`src/rtl/input_fifo.sv`:
```
// input_fifo: router input-port flit buffer.
// Upstream handshake: CTS is a registered pulse raised one cycle after DRTS is
// seen (when there is room) and dropped on the accepting edge. This limits
// intake to one flit every two cycles and gives a write path that never looks
// at the read side. Any of the five output-port arbiter grants pops the head.
// Exactly one pop happens per cycle. If more than one grant was high in a
// cycle, err_multi_read reports it on the following cycle.
module input_fifo #(
    parameter int DATA_WIDTH = 32,
    parameter int DEPTH      = 4
) (
    input  logic                  clk,
    input  logic                  rst,
    input  logic [DATA_WIDTH-1:0] RX,
    input  logic                  DRTS,
    input  logic                  read_en_N,
    input  logic                  read_en_E,
    input  logic                  read_en_W,
    input  logic                  read_en_S,
    input  logic                  read_en_L,
    output logic                  CTS,
    output logic [DATA_WIDTH-1:0] Data_out,
    output logic                  empty,
    output logic                  full,
    output logic                  err_multi_read
);

    localparam int PTR_W = (DEPTH > 1) ? $clog2(DEPTH) : 1;
    localparam int CNT_W = PTR_W + 1;

    // Storage is deliberately left out of reset; only the bookkeeping is cleared.
    logic [DATA_WIDTH-1:0] mem_q [DEPTH];

    logic [PTR_W-1:0] rd_ptr_q, rd_ptr_d;
    logic [PTR_W-1:0] wr_ptr_q, wr_ptr_d;
    logic [CNT_W-1:0] count_q, count_d;
    logic             cts_q, cts_d;
    logic             err_q, err_d;

    logic             any_rd;
    logic [2:0]       n_rd;
    logic             wr;
    logic             rd;

    assign empty    = (count_q == '0);
    assign full     = (count_q == CNT_W'(DEPTH));
    assign CTS      = cts_q;
    assign err_multi_read = err_q;
    assign Data_out = mem_q[rd_ptr_q];

    // Strobe decode.
    // The write side only uses DRTS, CTS and full, so it has no path from read_en.
    // The full guard cannot trigger in practice, because CTS is never raised
    // while full. It is kept so that an unexpected write still cannot corrupt
    // the buffer.
    // A read is gated by empty, so a write and a read that arrive together at
    // occupancy 0 act as a write only.
    always_comb begin
        any_rd = read_en_N | read_en_E | read_en_W | read_en_S | read_en_L;
        n_rd   = 3'(read_en_N) + 3'(read_en_E) + 3'(read_en_W)
               + 3'(read_en_S) + 3'(read_en_L);
        wr     = DRTS & cts_q & ~full;
        rd     = any_rd & ~empty;
    end

    // Next-state for pointers, occupancy, handshake and error flag.
    always_comb begin
        rd_ptr_d = rd_ptr_q;
        wr_ptr_d = wr_ptr_q;
        count_d  = count_q;
        cts_d    = 1'b0;
        err_d    = (n_rd > 3'd1);

        // Power-of-two depth: natural overflow gives modulo-DEPTH wrap.
        if (wr) begin
            wr_ptr_d = wr_ptr_q + PTR_W'(1);
        end
        if (rd) begin
            rd_ptr_d = rd_ptr_q + PTR_W'(1);
        end

        case ({wr, rd})
            2'b10:   count_d = count_q + CNT_W'(1);
            2'b01:   count_d = count_q - CNT_W'(1);
            default: count_d = count_q;
        endcase

        // CTS pulses high for one cycle and then returns low. It stays low
        // while full, even though DRTS remains asserted.
        if (DRTS && !cts_q && !full) begin
            cts_d = 1'b1;
        end
    end

    // Control registers; synchronous reset wins over any in-flight strobes.
    always_ff @(posedge clk) begin
        if (rst) begin
            rd_ptr_q <= '0;
            wr_ptr_q <= '0;
            count_q  <= '0;
            cts_q    <= 1'b0;
            err_q    <= 1'b0;
        end else begin
            rd_ptr_q <= rd_ptr_d;
            wr_ptr_q <= wr_ptr_d;
            count_q  <= count_d;
            cts_q    <= cts_d;
            err_q    <= err_d;
        end
    end

    // Flit storage. The write is suppressed while reset is asserted, so a
    // handshake caught by reset leaves the array untouched.
    always_ff @(posedge clk) begin
        if (wr && !rst) begin
            mem_q[wr_ptr_q] <= RX;
        end
    end

endmodule

```
`config.mk`:
```
export PLATFORM = sky130hd
export DESIGN_NAME = input_fifo
export DESIGN_NICKNAME = d
export VERILOG_FILES = /design/src/rtl/input_fifo.sv
export SDC_FILE = /design/constraint.sdc
export NUM_CORES = 1
export LEC_CHECK = 0
export ABC_AREA = 0
export ABC_CLOCK_PERIOD_IN_PS = 2600
export BUFFER_PORTS_ARGS = -buffer_cell sky130_fd_sc_hd__buf_2
export CAP_MARGIN = 20
export CORE_MARGIN = 2
export CORE_UTILIZATION = 35
export CTS_CLUSTER_DIAMETER = 40
export DETAILED_ROUTE_END_ITERATION = 8
export HOLD_SLACK_MARGIN = 0.1
export PLACE_DENSITY = 0.5
export SLEW_MARGIN = 5
export SYNTH_ARGS = -nofsm -noshare
export SYNTH_HDL_FRONTEND = slang
export SYNTH_SLANG_ARGS = --single-unit
```
`constraint.sdc`:
```
create_clock -name clk -period 2.6 [get_ports clk]
set_input_delay 0 -clock clk [delete_from_list [all_inputs] [get_ports clk]]
set_output_delay 0 -clock clk [all_outputs]
set_load 0.03 [all_outputs]
```
==> results.yml <==
synthesis:
  synth.top_cell.area_share_pct: 73.4
  synthDistinctLibCells: 28
  synthMuxAreaShare_pct: 14.2
  synth_top_family_by_area: "multiplexers"
  syn-cell-area_sq_mm: 0.00524
  yosys_warnings: 0
  ys_ff_latch: 139
  ys_top_cells_by_area: "edfxtp_1 (73%), mux4_2 (14%), dfxtp_1 (4.2%), ha_1 (1.7%), inv_1 (0.93%)"
  yosys.area_share.xor_xnor_pct: 0.335
  synthCells: 237
  yosys.area_share.simple_pct: 2.70
  yosys.area.top_type: "edfxtp_1"
  seq_area_frac_synth_pct: 77.6
  syn_nets: 286
  synth-compound-area-share_pct: 0.932
  syn_area_per_cell_sq_um: 22.1
  synth_fa_ha_area_share_pct: 2.44
power:
  total_power_uw: 6470
  p_per_area_mw_per_mm2: 945
  p_leak_uw: 0.00240
  peakVddDrop_mv: 0.431
global_route:
  grt_remaining_overflow: 0
  use_met3_pct: 4.81
  grt_pass1_wl_mm: 15.3
  grt_use_met2_pct: 21.3
  use_met1_pct: 15.8
  grt_max_degree: 33
  busiest_layer: "met2"
  antenna_found_initial: 0
  gr-usage-all-layers_pct: 13.0
  grt_pass1_vias: 2850
placement:
  gp_congestion: 0.706
  dpl.hpwl_mm: 5.77
  dp_slack_ns: 0.204
  numPortBuffers: 75
min_path:
  worstHoldStart: "read_en_S"
  hold_path_depth: 5
  hold_class: "in2reg"
setup_path:
  critPathLaunchType: "register"
  path_class: "reg2reg"
  r2r_end: "count_q[2]$_SDFFE_PP0P_"
  worst-path-max-fanout: 4
  arrival_ns: 2.76
  critPathRequiredTime_ns: 2.95
  ff2ff_path_depth: 9
  r2r-start: "count_q[2]$_SDFFE_PP0P_"
  worst_setup_path_end_kind: "register"
  r2r_slack_ns: 0.19
layout:
  drive_gt1_share_pct: 40.8
  fillers: 1289
  final_core_util_pct: 46.9
  nNetsFinal: 418
  antenna_cells: 0
  syn2layout_area_growth_pct: 30.7
  mostFrequentLayoutCell: "edfxtp_1"
  final_cell_mix: "edfxtp_1 (128), buf_2 (75), dlygate4sd3_1 (38)"
sta:
  slew_headroom_pct: 40.3
  finalCritPeriodShare_pct: 92.7
  hold_slack_ns: 0.178
  fmax_mhz: 415
  worst_slack_ns: 0.191
  drv_slew: 0
  finalSetupViolations: 0
  rsz0062_at_grt: "no"
  hold_viol: 0
  worst_slew_pin_slew_ns: 0.896
  fin_setup_tns_ns: 0
  finalClockSkew_ns: 0.00558
  timing.final.crit_period_ns: 2.41
route:
  dr_total_vias: 2648
  first_iter_violations: 102
  vias_per_cell: 4.68
  drc: 0
  drtPass1Iterations: 4
  ant_nets: 0
  wl_per_cell_microns: 16.9
  wirelength_mm: 9.54
cts:
  cts_buffer_depth: 2
  post_cts_resized: 0
  numCtsBuffers: 17
  cts_root_buffer: "clkbuf_16"
  insertion_delay_ns: 0.41
  clk_pin_slew_worst_paths_ns: 0.06
  htree_levels: 4
  cts.sinks: 139
  cts_tree: "built"
floorplanning:
  start_util_pct: 35.9
  dieArea_sq_mm: 0.0160
  die_h_microns: 126
  num_rows: 44
  ios: 76
  die_x_microns: 126
  core-area_sq_mm: 0.0146
flow_run:
  drv_cap: 0
outcome:
  status: "finished clean"
==> where the power goes <==
| group | switching, uW | internal, uW | total (uW) |
|---|---|---|---|
| combinational | 947 | 694 | 1640 |
| clock | 861 | 1390 | 2250 |
| sequential | 69.8 | 2510 | 2580 |
| total | 1880 | 4590 | 6470 |
==> how the worst max path moves through the flow <==
stage                                          to               startpoint  slack (ns)  cells after the start
after floorplan           count_q[2]$_SDFFE_PP0P_  count_q[2]$_SDFFE_PP0P_        0.14                      8
after global placement    count_q[2]$_SDFFE_PP0P_  count_q[2]$_SDFFE_PP0P_        0.25                      9
after detailed placement  count_q[2]$_SDFFE_PP0P_  count_q[2]$_SDFFE_PP0P_        0.20                      9
after CTS                 count_q[2]$_SDFFE_PP0P_  count_q[2]$_SDFFE_PP0P_        0.19                      9
after global routing      count_q[2]$_SDFFE_PP0P_  count_q[2]$_SDFFE_PP0P_        0.09                      9
final                     count_q[2]$_SDFFE_PP0P_  count_q[2]$_SDFFE_PP0P_        0.19                      9
==> metal layers <==
layer	routed length (microns)	vias to the layer above
li1	-	1224
met3	471	15
met5	0	-
met1	4120	1346
met4	151	0
met2	4800	63
==> cell usage after synthesis <==
cell / instances
edfxtp_1: 128
mux4_2: 32
inv_1: 13
dfxtp_1: 11
ha_1: 7
nor2_1: 6
a21oi_1: 5
and2_1: 4
buf_1: 3
buf_4: 3
clkbuf_1: 2
fa_1: 2
nand2_1: 2
nand2b_1: 2
nor3_1: 2
o21ai_0: 2
xor2_1: 2
a31oi_1: 1
and3_4: 1
and4b_2: 1
mux2_4: 1
mux2i_1: 1
nor4b_1: 1
o31ai_1: 1
or3_1: 1
or3_2: 1
or3b_4: 1
or4_1: 1
==> flip-flops by register name, summed over array words and instances, names as in the netlist, named ones only <==
register	flops
mem_q	128
count_q	3
rd_ptr_q	2
wr_ptr_q	2
CTS	1
err_multi_read	1
==> cells by family (layout without fill, tap and decap cells) <==
logic type / Yosys count / after routing
AND/OR/NAND/NOR: 23 / 23
flip-flops: 139 / 139
AO/OA/AOI/OAI: 9 / 9
buffers and inverters: 21 / 166
multiplexers: 34 / 34
XOR/XNOR: 2 / 2
adder cells (fa/ha/maj): 9 / 9
==> through the flow <==
| step | std cells | cell area, sq um |
|---|---|---|
| 6_report | 566 | 6840 |
| 5_1_grt | 566 | 6840 |
| 4_1_cts | 566 | 6840 |
| 3_5_place_dp | 496 | 5900 |
| 3_3_place_gp | 496 | 5900 |
| 2_1_floorplan | 237 | 5240 |
==> cell type report <==
type | count | area [sq um] | share of cell area [%]
Inverter | 13 | 48.8 | 0.713
Sequential cell | 139 | 4070 | 59.4
Clock inverter | 15 | 133 | 1.94
Clock buffer | 17 | 425 | 6.22
Timing Repair Buffer | 121 | 853 | 12.5
Multi-Input combinational cell | 77 | 1090 | 15.9
Tap cell | 184 | 230 | 3.36
==> critical path, stage by stage (launching register included) <==
cell and delay (ns):
dfxtp_1 0.35, or3b_4 0.41, and3_4 0.21, inv_1 0.05
ha_1 0.17, inv_1 0.06, fa_1 0.37, xor2_1 0.16
or3_2 0.42, a21oi_1 0.14
==> timing repair <==
item | CTS | global route
hold buffers | 38 | 0
hold endpoints to repair | 139 | 0
setup buffers | 0 | 0
Power figures use the tool's default switching activity.
